### config.mk
export PLATFORM = sky130hd
export DESIGN_NAME = sevenseg_scan_driver
export DESIGN_NICKNAME = d
export VERILOG_FILES = /design/src/rtl/sevenseg_scan_driver.sv
export SDC_FILE = /design/constraint.sdc
export NUM_CORES = 1
export LEC_CHECK = 0
export BUFFER_PORTS_ARGS = -buffer_cell sky130_fd_sc_hd__buf_2
export CAP_MARGIN = 10
export CORE_MARGIN = 4
export CORE_UTILIZATION = 40
export CTS_CLUSTER_SIZE = 40
export DETAILED_ROUTE_END_ITERATION = 8
export PLACE_DENSITY = 0.68
export SYNTH_ARGS = -nofsm -noshare
export SYNTH_HDL_FRONTEND = slang
export SYNTH_SLANG_ARGS = --single-unit
### constraint.sdc
create_clock -name CLK -period 2.39 [get_ports CLK]
set_input_delay 0.1195 -clock CLK [delete_from_list [all_inputs] [get_ports CLK]]
set_output_delay 0.1195 -clock CLK [all_outputs]
set_load 0.01 [all_outputs]
### src/rtl/sevenseg_scan_driver.sv
// ---------------------------------------------------------------------------
// sevenseg_scan_driver
//   Multiplexed seven-segment driver. Scans NUM_DIGITS hex digits, one slot
//   per digit. Each slot is BLANK_CYCLES of all-anodes-off dead time followed
//   by REFRESH_DIV-BLANK_CYCLES cycles with that digit's anode on. The
//   displayed value is double-buffered and only changes at a frame boundary.
//
//   Optional feature: define SEVENSEG_LZB_EN for leading-zero blanking.
//   Digits above the most significant nonzero nibble are then treated as
//   disabled, and digit 0 is always shown.
//
// Ports
//   CLK          system clock
//   Reset        asynchronous, active-low reset
//   Value        hex nibbles, digit k = Value[4k+3:4k]
//   DigitEn      per-digit enable mask
//   Load         1-cycle strobe; captures Value/DigitEn into the pending buffer
//   SevenSegAn   anode drive, one-hot or all inactive
//   SevenSegCat  segments {g,f,e,d,c,b,a}
//   DigitIdx     index of the current slot
//   FrameDone    1-cycle pulse when the scan wraps back to digit 0
// ---------------------------------------------------------------------------
module sevenseg_scan_driver #(
  parameter int NUM_DIGITS     = 8,
  parameter int REFRESH_DIV    = 100000,
  parameter int BLANK_CYCLES   = 4,
  parameter int AN_ACTIVE_LOW  = 1,
  parameter int CAT_ACTIVE_LOW = 1,
  localparam int IDXW = (NUM_DIGITS > 1) ? $clog2(NUM_DIGITS) : 1
) (
  input  logic                    CLK,
  input  logic                    Reset,
  input  logic [4*NUM_DIGITS-1:0] Value,
  input  logic [NUM_DIGITS-1:0]   DigitEn,
  input  logic                    Load,
  output logic [NUM_DIGITS-1:0]   SevenSegAn,
  output logic [6:0]              SevenSegCat,
  output logic [IDXW-1:0]         DigitIdx,
  output logic                    FrameDone
);

  localparam int CNTW = (REFRESH_DIV > 1) ? $clog2(REFRESH_DIV) : 1;
  localparam logic [CNTW-1:0] BLANK_LAST = CNTW'(BLANK_CYCLES - 1);
  localparam logic [CNTW-1:0] ON_LAST    = CNTW'(REFRESH_DIV - BLANK_CYCLES - 1);
  localparam logic [IDXW-1:0] IDX_LAST   = IDXW'(NUM_DIGITS - 1);
  localparam logic [NUM_DIGITS-1:0] AN_OFF =
    (AN_ACTIVE_LOW != 0) ? {NUM_DIGITS{1'b1}} : {NUM_DIGITS{1'b0}};
  localparam logic [6:0] CAT_OFF = (CAT_ACTIVE_LOW != 0) ? 7'h7F : 7'h00;

  typedef enum logic {
    ST_BLANK = 1'b0,
    ST_ON    = 1'b1
  } state_t;

  state_t                  state, state_nx;
  logic [CNTW-1:0]         cnt, cnt_nx;
  logic [IDXW-1:0]         digit_idx, idx_nx;
  logic                    wrap;

  logic [4*NUM_DIGITS-1:0] pending_value, active_value;
  logic [NUM_DIGITS-1:0]   pending_en, active_en;
  logic                    pending_valid;

  logic [NUM_DIGITS-1:0]   lzb_mask;
  logic [NUM_DIGITS-1:0]   shown_mask;
  logic                    lit;
  logic [3:0]              nibble;
  logic [NUM_DIGITS-1:0]   an_act, an_nx;
  logic [6:0]              seg, cat_nx;

  // Active-high hex decode, bit0 = segment a.
  function automatic logic [6:0] hex_to_seg(input logic [3:0] nib);
    case (nib)
      4'h0: hex_to_seg = 7'h3F;
      4'h1: hex_to_seg = 7'h06;
      4'h2: hex_to_seg = 7'h5B;
      4'h3: hex_to_seg = 7'h4F;
      4'h4: hex_to_seg = 7'h66;
      4'h5: hex_to_seg = 7'h6D;
      4'h6: hex_to_seg = 7'h7D;
      4'h7: hex_to_seg = 7'h07;
      4'h8: hex_to_seg = 7'h7F;
      4'h9: hex_to_seg = 7'h6F;
      4'hA: hex_to_seg = 7'h77;
      4'hB: hex_to_seg = 7'h7C;
      4'hC: hex_to_seg = 7'h39;
      4'hD: hex_to_seg = 7'h5E;
      4'hE: hex_to_seg = 7'h79;
      default: hex_to_seg = 7'h71;
    endcase
  endfunction

  // Slot sequencing: BLANK dead time, then ON, then advance to the next digit.
  // wrap marks the last ON cycle of the last digit, i.e. the frame boundary.
  always_comb begin
    state_nx = state;
    cnt_nx   = cnt + 1'b1;
    idx_nx   = digit_idx;
    wrap     = 1'b0;
    case (state)
      ST_BLANK: begin
        if (cnt == BLANK_LAST) begin
          state_nx = ST_ON;
          cnt_nx   = '0;
        end
      end
      default: begin
        if (cnt == ON_LAST) begin
          state_nx = ST_BLANK;
          cnt_nx   = '0;
          if (digit_idx == IDX_LAST) begin
            idx_nx = '0;
            wrap   = 1'b1;
          end else begin
            idx_nx = digit_idx + 1'b1;
          end
        end
      end
    endcase
  end

  always_ff @(posedge CLK or negedge Reset) begin
    if (!Reset) begin
      state     <= ST_BLANK;
      cnt       <= '0;
      digit_idx <= '0;
    end else begin
      state     <= state_nx;
      cnt       <= cnt_nx;
      digit_idx <= idx_nx;
    end
  end

  // Double buffer. A Load landing on the wrap cycle bypasses pending so the
  // new value appears from slot 0 of the frame that is just starting.
  always_ff @(posedge CLK or negedge Reset) begin
    if (!Reset) begin
      pending_value <= '0;
      pending_en    <= '0;
      pending_valid <= 1'b0;
      active_value  <= '0;
      active_en     <= '0;
    end else if (wrap) begin
      if (Load) begin
        active_value <= Value;
        active_en    <= DigitEn;
      end else if (pending_valid) begin
        active_value <= pending_value;
        active_en    <= pending_en;
      end
      pending_valid <= 1'b0;
    end else if (Load) begin
      pending_value <= Value;
      pending_en    <= DigitEn;
      pending_valid <= 1'b1;
    end
  end

`ifdef SEVENSEG_LZB_EN
  // Keep digit k only if some nibble at position >= k is nonzero; digit 0
  // is always kept so a zero value still shows a single "0".
  always_comb begin
    logic seen;
    seen     = 1'b0;
    lzb_mask = '0;
    for (int k = NUM_DIGITS - 1; k >= 0; k--) begin
      seen        = seen | (active_value[4*k +: 4] != 4'h0);
      lzb_mask[k] = seen | (k == 0);
    end
  end
`else
  assign lzb_mask = {NUM_DIGITS{1'b1}};
`endif

  assign shown_mask = active_en & lzb_mask;

  // Output decode from the current state; registered below, so the pins
  // lag the state register by one cycle.
  always_comb begin
    lit    = (state == ST_ON) && shown_mask[digit_idx];
    nibble = active_value[4*digit_idx +: 4];
    an_act = '0;
    if (lit) begin
      an_act[digit_idx] = 1'b1;
    end
    seg    = lit ? hex_to_seg(nibble) : 7'h00;
    an_nx  = (AN_ACTIVE_LOW != 0) ? ~an_act : an_act;
    cat_nx = (CAT_ACTIVE_LOW != 0) ? ~seg : seg;
  end

  always_ff @(posedge CLK or negedge Reset) begin
    if (!Reset) begin
      SevenSegAn  <= AN_OFF;
      SevenSegCat <= CAT_OFF;
      FrameDone   <= 1'b0;
    end else begin
      SevenSegAn  <= an_nx;
      SevenSegCat <= cat_nx;
      FrameDone   <= wrap;
    end
  end

  assign DigitIdx = digit_idx;

endmodule

# Yosys cells after proc, flatten, opt, wreduce, memory -nomap -nowiden
# Memory sizes are Yosys's and may differ from the RTL's.
# Cells that the tools add are included.
[word_totals] register_bits=118 latch_bits=0 mem_bits_rw=0 mem_bits_ro=112 input_bits=43 n_memories=1
[op_classes] addsub=2 multipliers=0 div=0 order_cmp=2 n_eq_ne=3 shift=1 muxes=22 bitwise_logic=3 n_reduce_logical=7
[mem_list] name="(name not given)" words=16 width=7 read_ports=1 rd_ports_with_merged_regs=0 wr=0 line="73" source="case (nib)"
[op_table] cell="two-way mux 32 bit" count=2
[op_table] cell="two-way mux 17 bit" count=3
[op_table] cell="variable part select 32 x 6 -> 4 bit" count=1
[op_table] cell="two-way mux 8 bit" count=3
[op_table] cell="adder 17 x 1 -> 17 bit, second input constant" count=1
[op_table] cell="== test 17 bit, second input constant" count=1
[op_table] cell="== test 17 x 2 -> 1 bit, second input constant" count=1
[op_table] cell="two-way mux 1 bit" count=10
[op_table] cell="inverter 8 bit" count=1
[op_table] cell="two-way mux 7 bit" count=1
[op_table] cell="inverter 7 bit" count=1
[op_table] cell="AND reduction 2 bit" count=3
[op_table] cell="less-than comparator 3 x 4 -> 1 bit, second input constant" count=1
[op_table] cell="nonzero test 2 bit" count=2
[op_table] cell="adder 3 x 1 -> 3 bit, second input constant" count=1
[op_table] cell="binary-select mux 1 bit (select 3 bit)" count=1
[op_table] cell="demux 1 bit (select 3 bit)" count=1
[op_table] cell="== test 3 bit, second input constant" count=1
[op_table] cell="greater-or-equal comparator 3 x 1 -> 1 bit, second input constant" count=1
[op_table] cell="two-way mux 3 bit" count=1
[op_table] cell="logical AND 1 bit" count=2
[op_table] cell="inverter 1 bit" count=1

# Longest topological paths before layout
# Gate-level depths: netlist of run 1.
[depth] word_depth=6 ltp_mapped=9 mapped_depth_nobuf=7

# Worst setup path before layout of run 1
# OpenSTA, ideal clock, no wires.
[synth_path] path_kind="flip-flop to flip-flop" startpoint="register digit_idx[2] (netlist: DigitIdx[2])" endpoint="register SevenSegCat[5]" arrival_time_ps=2210 required_ps=2306 slack_ps=97 path_stages_with_launch=10 period_less_slack_ps=2293 path_cell_list="dfrtp_1 buf_2 buf_4 mux4_2 mux2i_1 inv_1 ha_1 nand2_1 o21ai_0 a221o_1"
[synth_between] elab_chain_len=5 word_cells_on_any_way=7
[synth_rtl] element="from (decl)" line="57" source="logic [IDXW-1:0] digit_idx, idx_nx;"
[synth_rtl] element="from (signal assigned)" line="130" source="digit_idx <= idx_nx;"
[synth_rtl] element="branches (longest 3 deep; another with memory read (16 x 7 bit))"
[synth_rtl] element="two-way mux 7 bit *" line="186" source="seg = lit ? hex_to_seg(nibble) : 7'h00;"
[synth_rtl] element="inverter 7 bit *" line="188" source="cat_nx = (CAT_ACTIVE_LOW != 0) ? ~seg : seg;"
[synth_rtl] element="named net cat_nx[5]" line="69" source="logic [6:0] seg, cat_nx;"
[synth_rtl] element="to (signal assigned)" line="198" source="SevenSegCat <= cat_nx;"
[synth_rtl] element="to (decl)" line="37" source="output logic [6:0] SevenSegCat,"
# Mark *: on every way through the listed nets, which the timed path passes. The select of a mux whose other input is x is not followed.
# A chain may end at the register's enable or synchronous reset.

# Final worst setup path of run 1
[layout_path] startpoint="register cnt[11]" endpoint="register active_value[17]"
[layout_between] elab_chain_len=4
[layout_rtl] element="from (decl)" line="56" source="logic [CNTW-1:0] cnt, cnt_nx;"
[layout_rtl] element="from (signal assigned)" line="129" source="cnt <= cnt_nx;"
[layout_rtl] element="== test 17 bit" line="108" source="if (cnt == ON_LAST) begin"
[layout_rtl] element="two-way mux 1 bit" line="108"
[layout_rtl] element="two-way mux 1 bit" line="100" source="case (state)"
[layout_rtl] element="AND reduction 2 bit (no line)"
[layout_rtl] element="to (signal assigned)" line="145" source="active_value <= Value;"
[layout_rtl] element="to (signal assigned)" line="148" source="active_value <= pending_value;"
[layout_rtl] element="to (decl)" line="60" source="logic [4*NUM_DIGITS-1:0] pending_value, active_value;"
# No other way between the ends.

==> results of run 1 <==
[metrics by stage]
stage / instances / hold slack [ns] / power (mW)
after floorplan: 520 / -0.176 / 2.23
after global placement: 756 / 0.113 / 2.35
after detailed placement: 756 / 0.123 / 2.36
after CTS: 829 / 0.0263 / 5.08
after global routing: 829 / 0.0440 / 5.21
final: 829 / 0.0461 / 5.02
[state kept, by name, summed over array words and instances (netlist names)]
name	cells
DigitIdx	3
SevenSegAn	8
active_value	32
cnt	17
pending_value	32
pending_valid	1
pending_en	8
SevenSegCat	7
active_en	8
FrameDone	1
state	1
[kinds of logic (layout without fill, tap and decap cells)]
group | after synthesis | count (layout)
mux | 55 | 55
buf+inv | 80 | 209
fa+ha+maj | 10 | 10
xor+xnor | 15 | 15
flops | 118 | 118
compound gates | 104 | 104
simple gates | 138 | 138
[path summary, 6_finish.rpt]
check                      cells after the start                      endpoint  slack, ns
hold / removal                                 3     pending_valid$_DFFE_PN0P_       0.05
max in group asynchronous                      3  active_value[19]$_DFFE_PN0P_       1.51
setup / recovery                               7  active_value[17]$_DFFE_PN0P_       0.15
hold reg to reg                                1  pending_value[9]$_DFFE_PN0P_       0.49
setup reg to reg                               7  active_value[17]$_DFFE_PN0P_       0.15
min in group asynchronous                      2   active_value[4]$_DFFE_PN0P_       0.22
[cell usage in the layout, fill, tap and decap left out, types with 22 or more instances in the layout]
| cell | count |
|---|---|
| a221oi_1 | 40 |
| buf_2 | 60 |
| buf_4 | 25 |
| dfrtp_1 | 101 |
| dlygate4sd3_1 | 41 |
| inv_1 | 47 |
| mux2_2 | 41 |
| nand2_1 | 22 |
| nor2_1 | 61 |
| o22ai_1 | 38 |
[power groups by stage]
| stage | logic [mW] | clock network (mW) | registers, mW |
|---|---|---|---|
| 2_1_floorplan | 0.108 | 0 | 2.13 |
| 3_3_place_gp | 0.216 | 0 | 2.14 |
| 3_5_place_dp | 0.223 | 0 | 2.14 |
| 4_1_cts | 0.276 | 2.70 | 2.11 |
| 5_1_grt | 0.304 | 2.79 | 2.11 |
| 6_report | 0.272 | 2.64 | 2.11 |
[timing repair]
| item | CTS | global route |
|---|---|---|
| resized for setup | 0 | 5 |
| hold endpoints to repair | 96 | 0 |
| setup endpoints to repair | 0 | 5 |
| hold buffers | 41 | 0 |
[worst max-delay path, stage by stage, from the launching register on]
cell and delay [ns]:
dfrtp_1 0.40, nor4_1 0.28, nand4b_1 0.25, buf_4 0.23
or3_1 0.40, buf_6 0.21, o22ai_1 0.18, a221oi_1 0.13
[final cells by class]
type | count | area (um^2)
fill | 1196 | 6560
clock buffer | 23 | 468
clock inverter | 9 | 149
inverter | 47 | 176
multi-input combinational | 322 | 2420
timing repair buffer | 130 | 970
sequential | 118 | 2970
tap | 180 | 225
[layer usage]
metal,global-route usage,up-vias,share of wire,wire length [um]
li1,-,2125,-,-
met1,0.238,2226,0.45,6100
met2,0.284,128,0.48,6570
met3,0.0364,21,0.049,662
met4,0.0681,0,0.018,241
met5,0,-,0,0
==> impl.org, run 1 <==
** Route
- Overall via count from detail_route :: 4500
- Drt first-iter violations :: 338
- Using the TritonRoute via totals, the vias-per-cell ratio works out to 5.43.
- In this run the remaining antenna-violating nets after routing total 0.
- Final wirelength :: 13.6 mm
- After detailed routing, the average wire length per cell comes to 16.4 um.
- The first TritonRoute pass finished after 4 iterations.
- In the routed design, unresolved DRC markers number 0.

** Power and ir drop
- Of the total power, the share spent switching nets is 0.201.
- The share of total power dissipated in sequential elements is 0.420.
- In this run the power spent charging and discharging nets is 1.01 mW.
- Of the total power, combinational logic draws 0.054.
- Areal power density over the cells :: 681 mW/mm^2
- VDD sags by at most 0.475 mV.
- Clock share of power :: 0.526
- Total leakage power :: 3.10 nW
- The internal portion of the total power is 4.01 mW.

** Status
- Run status :: completed

** CTS
- Cts bufs inserted :: 17
- Clock Pin Slew Worst Setup and Hold Paths :: 0.05 ns
- Number of post-CTS setup repair buffers :: 0
- The cell sitting at the root of the clock tree is a clkbuf_16.
- H-tree depth :: 4
- CTS saw 118 sinks.
- At the later pin of the worst-skew pair, clock insertion delay measures 0.41 ns.
- CTS tree :: built
- Counting along the longest clock path gives a buffer depth of 2.

** Finish
- Syn-to-layout area delta :: 29.6%
- After routing the design area is 0.00738 mm^2.
- The net count of the finished layout is 689.
- The number of antenna diodes in the final layout is 0.
- Proportion of layout cells with a drive suffix above 1 :: 0.296
- Post-layout utilization of the core :: 0.530

** Logic synthesis
- Of all flip-flops after synthesis, the portion carrying an async set or reset was 1.00.
- Cell taking the most area after synthesis :: dfrtp_1
- The number of different library cells used by synthesis comes to 49.
- After technology mapping, the gate count stands at 520.
- The fraction of the mapped netlist area in compound gates is 0.138.
- The synthesized design contains 118 register bits.
- During synthesis, Yosys emitted a total of 0 warnings.
- Leading cell types by count after synthesis :: 103 x dfrtp_1, 62 x nor2_1, 47 x inv_1, 41 x mux2_2, 40 x a221oi_1
- Among all cell types in the netlist, the one instantiated most often is dfrtp_1.
- Synthesized area per cell :: 11.0 um^2
- The number of nets handed over by synthesis was 573.
- The share of synthesized area in the top cell type comes to 0.453.
- For this run, the register share of the synthesized area comes to 0.522.
- After synthesis, the cell types taking the most area are dfrtp_1 45%, mux2_2 8.1%, dfstp_2 6.9%.
- Number of enable-type register cells in the synthesized netlist :: 0
- The synthesized netlist occupies a cell area of 0.00569 mm^2.
- Of the total synthesized cell area, the portion taken by full adders, half adders and majority gates is 0.0220.
- Synth Area in XOR/XNOR :: 0.0231
- Measured against the total synthesized area, the mux share comes to 0.120.
- Of the total synthesized cell area, the portion taken by AND, OR, NAND and NOR gates is 0.118.
- After synthesis, the largest family of logic cells by area is compound AO/OA/AOI/OAI gates.
- Top_reg_cell synth :: dfrtp_1

** Timing
- The number of pins exceeding their max-slew limit in the final report was 0.
- Setup violations remaining at the end of the flow were counted as 0.
- Worst clock skew on the final layout :: 0.0108 ns
- Achievable frequency :: 0.447 GHz
- Setup repair after global routing left no endpoint under its margin.
- Final hold violation count :: 0
- Min Tclk post-route :: 2.24 ns
- For the final routed database, the setup TNS stands at 0 ns.
- Worst slew margin :: 0.670
- Of the available clock period, the critical path in the final layout requires 0.936.
- For the pin with the worst max-slew slack, the measured transition is 0.494 ns.
- Setup slack closes at 0.152 ns.

** Floorplan
- The floorplan has 43 rows.
- Initial cell density of the core :: 0.409
- The die covers 0.0162 mm^2.
- Top-Level Pins :: 62
- From left edge to right edge, the die measures 127 um.
- Die Y :: 127 um
- The region available for standard cell placement spans 0.0139 mm^2.

** Worst setup path
- In this run the critical register-to-register path is launched from cnt[11]$_DFF_PN0_.
- Required @ worst endpoint :: 2.65 ns
- Crit path launch :: cnt[11]$_DFF_PN0_
- Worst setup path class :: register to register
- Startpoint kind of the worst setup timing path :: register
- Arr. time, crit path :: 2.50 ns
- Along the worst path, the maximum fanout reaches 28.
- STA classifies the critical path endpoint as a register.

** GRT
- Initial antenna violation count :: 0
- Global-route wire length before repair :: 23.1 mm
- The via count of the first global-routing pass was 4647.
- Global Route Usage Sum :: 0.177
- Sum of overflow across all layers after global routing :: 0
- Entering global routing, the biggest net connects 45 pins.

** Flow run
- Across the run, the number of max-cap violations was 0.

** Hold path
- The startpoint identified for the worst hold timing path is Load.
- Class of the tightest hold or removal check :: primary input to register

** Placed design
- Placer Congestion :: 0.853
- The count of buffers added on input and output ports is 61.
- Prior to clock tree synthesis, the placed netlist has a worst setup slack of 0.123 ns.
- Area after DPL :: 0.00634 mm^2
- Total half-perimeter wirelength after legalization and detailed placement :: 9.07 mm
(Power assumes the default switching activity.)
==> inputs of run 2 (changes only) <==
--- a/config.mk
+++ b/config.mk
@@ -11,6 +11,7 @@
 export CORE_UTILIZATION = 40
 export CTS_CLUSTER_SIZE = 40
 export DETAILED_ROUTE_END_ITERATION = 8
+export HOLD_SLACK_MARGIN = 0.1
 export PLACE_DENSITY = 0.68
 export SYNTH_ARGS = -nofsm -noshare
 export SYNTH_HDL_FRONTEND = slang
==> impl.org, run 2 (same netlist as run 1, synthesis figures left out) <==
** Worst setup path
- Maximum fanout count along the critical path :: 28 (unchanged)
- Required @ worst endpoint :: 2.65 ns (about the same)
- Ordered cell list for the critical path :: nor4_1 -> nand4b_1 -> buf_4 -> or3_1 -> buf_6 -> o22ai_1 -> a221oi_1
- STA classifies the critical path startpoint as a register.
- Category of the worst setup path capture point :: register
- Largest stage delay, worst path :: 0.40 ns (about the same)
- Worst setup path class :: register to register
- Arr. time, crit path :: 2.50 ns (about the same)
- Critical-path cell with the highest stage delay :: dfrtp_1

** Floorplan
- Area of the core region :: 0.0139 mm^2 (unchanged)
- Top-Level Pins :: 62 (unchanged)
- Number of placement rows :: 43 (unchanged)
- Area enclosed by the die boundary :: 0.0162 mm^2 (unchanged)
- Initial cell density of the core :: 0.409 (unchanged)
- The floorplan die height was 127 um (unchanged).
- Die boundary width :: 127 um (unchanged)

** Placed design
- The count of buffers from port buffering came to 61 (unchanged).
- Placer Congestion :: 0.853 (unchanged)
- The instance area at placement came to 0.00634 mm^2 (unchanged).
- The HPWL after detailed placement was 9.07 mm (unchanged).

** Route
- Overall via count from detail_route :: 4536 (+0.80%)
- Number of routed nets with antenna violations :: 0 (unchanged)
- Detailed-route vias per instance :: 5.47 (+0.68%)
- Routed wire length per instance :: 16.4 um (+0.49%)
- The detailed-route wire length came to 13.6 mm (+0.61%).
- Drt first-iter violations :: 340 (+0.59%)
- Pre-Repair DR Iteration Count :: 5 (+1)
- Drt drc :: 0 (unchanged)

** CTS
- CTS tree :: built
- Clk root buf :: clkbuf_16
- The maximum level of the CTS H-tree came to 4 (unchanged).
- Clock insertion delay at the later pin of the skew report :: 0.41 ns (about the same)
- The TritonCTS buffer count was 17 (unchanged).
- The clock slew at the register clock pins of the worst setup and hold paths was 0.05 ns (about the same).
- The number of sinks handled by clock tree synthesis was 118 (unchanged).
- The maximum clock path buffer count was 2 (unchanged).

** Finish
- The library cells used most frequently in the layout, excluding fill and tap cells, are 101 x dfrtp_1, 61 x nor2_1, 60 x buf_2.
- Final Instance Area :: 0.00739 mm^2 (+0.14%)
- Most frequent standard cell in the layout excluding fill and tap cells :: dfrtp_1
- The final antenna diode count was 0 (unchanged).
- The total number of nets in the final design was 690 (+0.15%).
- The layout cell share with drive strength beyond 1 came to 0.295 (-0.000455).
- Syn-to-layout area delta :: 29.8%
- The largest registers in the layout are active_value x32, pending_value x32, cnt x17.

** Power and ir drop
- Total chip power :: 5.03 mW (+0.15%)
- The static leakage is 3.10 nW (+0.13%).
- Areal power density over the cells :: 681 mW/mm^2 (about the same)
- VDD IR max :: 0.478 mV (+0.70%)

** GRT
- Pin count of the biggest net entering global routing :: 45 (unchanged)
- Sum of overflow across all layers after global routing :: 0 (unchanged)
- Initial antenna violation count :: 0 (unchanged)
- Routing usage on met3 :: 0.0364 (unchanged)
- The routing usage on met2 came to 0.285 (+0.000619).
- Global-route wire length before repair :: 23.2 mm (+0.18%)
- met2 is the most crowded layer.
- Number of global-route vias before repair :: 4656 (+0.19%)
- Global Route Usage Sum :: 0.178 (+0.000268)
- The fraction of met1 tracks used by global routing came to 0.238 (+0.000272).

** Timing
- Setup repair after global routing left no endpoint under its margin.
- The total negative setup slack is 0 ns (unchanged).
- The number of pins exceeding their max-slew limit in the final report was 0 (unchanged).
- The hold violation count in the final report is 0 (unchanged).
- Final worst hold slack :: 0.224 ns (+0.178 ns)
- The slew at the pin closest to its max-slew limit came to 0.490 ns (-0.00392 ns).
- The worst slew slack as a fraction of its limit is 0.673 (+0.00261).
- The shortest clock period the worst path allows after layout was 2.24 ns (-0.0000940 ns).
- The ratio of final minimum period to clock period was 0.936 (about the same).
- Achievable frequency :: 0.447 GHz (about the same)
- The clock tree skew after final layout came to 0.0110 ns (+0.000201 ns).
- The final setup violation count is 0 (unchanged).

** Flow run
- The max-capacitance violation count is 0 (unchanged).

** Status
- Run status :: completed

** Hold path
- Class of the tightest hold or removal check :: primary input to async pin
## run 2: changes by cell type in the layout (fill, tap and decap cells not counted), sizes merged
cell	delta
dlygate4sd3	+1
## run 2: repair_timing
action                     in CTS  in global routing
gates resized for setup         0                  5
hold endpoints to repair      116                  0
hold buffers                   42                  0
buffers inserted                0                  0
setup endpoints to repair       0                  5
## run 2: final cells by class
class	count	area [um^2]
Fill cell	1196	6550
Clock buffer	23	468
Clock inverter	9	149
Timing Repair Buffer	131	980
Inverter	47	176
Tap cell	180	225
Sequential cell	118	2970
Multi-Input combinational cell	322	2420
## run 2: critical path: cells and delay by family (launching register included)
family | cells | cell delay (ns)
flip-flops | 1 | 0.40
AO/OA/AOI/OAI | 2 | 0.30
AND/OR/NAND/NOR | 3 | 0.93
buffers and inverters | 2 | 0.44
## run 2: layer usage
| layer | vias up | part of all wire |
|---|---|---|
| met5 | - | 0 |
| met4 | 0 | 0.021 |
| met3 | 24 | 0.058 |
| met2 | 148 | 0.48 |
| met1 | 2235 | 0.44 |
| li1 | 2129 | - |
## run 2: worst paths after layout
path	to	slack, ns	cells past startpoint	startpoint
max reg2reg	active_value[17]$_DFFE_PN0P_	0.15	7	cnt[11]$_DFF_PN0_
max	active_value[17]$_DFFE_PN0P_	0.15	7	cnt[11]$_DFF_PN0_
min reg2reg	pending_value[9]$_DFFE_PN0P_	0.49	1	pending_value[9]$_DFFE_PN0P_
min	active_value[7]$_DFFE_PN0P_	0.22	2	Reset
min in group CLK	pending_value[9]$_DFFE_PN0P_	0.48	3	Value[9]
max in group asynchronous	active_value[19]$_DFFE_PN0P_	1.50	3	Reset
## run 2: power by group
group | internal (mW) | leakage (nW) | total (mW) | switching, mW
registers | 2.07 | 1.27 | 2.11 | 0.0367
logic | 0.151 | 1.52 | 0.273 | 0.122
clock network | 1.79 | 0.305 | 2.65 | 0.857
## run 2: through the flow
step | instances | setup slack [ns] | util
final | 830 | 0.152 | 0.530
after global placement | 756 | 0.174 | 0.455
after floorplan | 520 | 0.0969 | -
after global routing | 830 | 0.0573 | 0.530
after detailed placement | 756 | 0.123 | 0.455
after CTS | 830 | 0.101 | 0.529
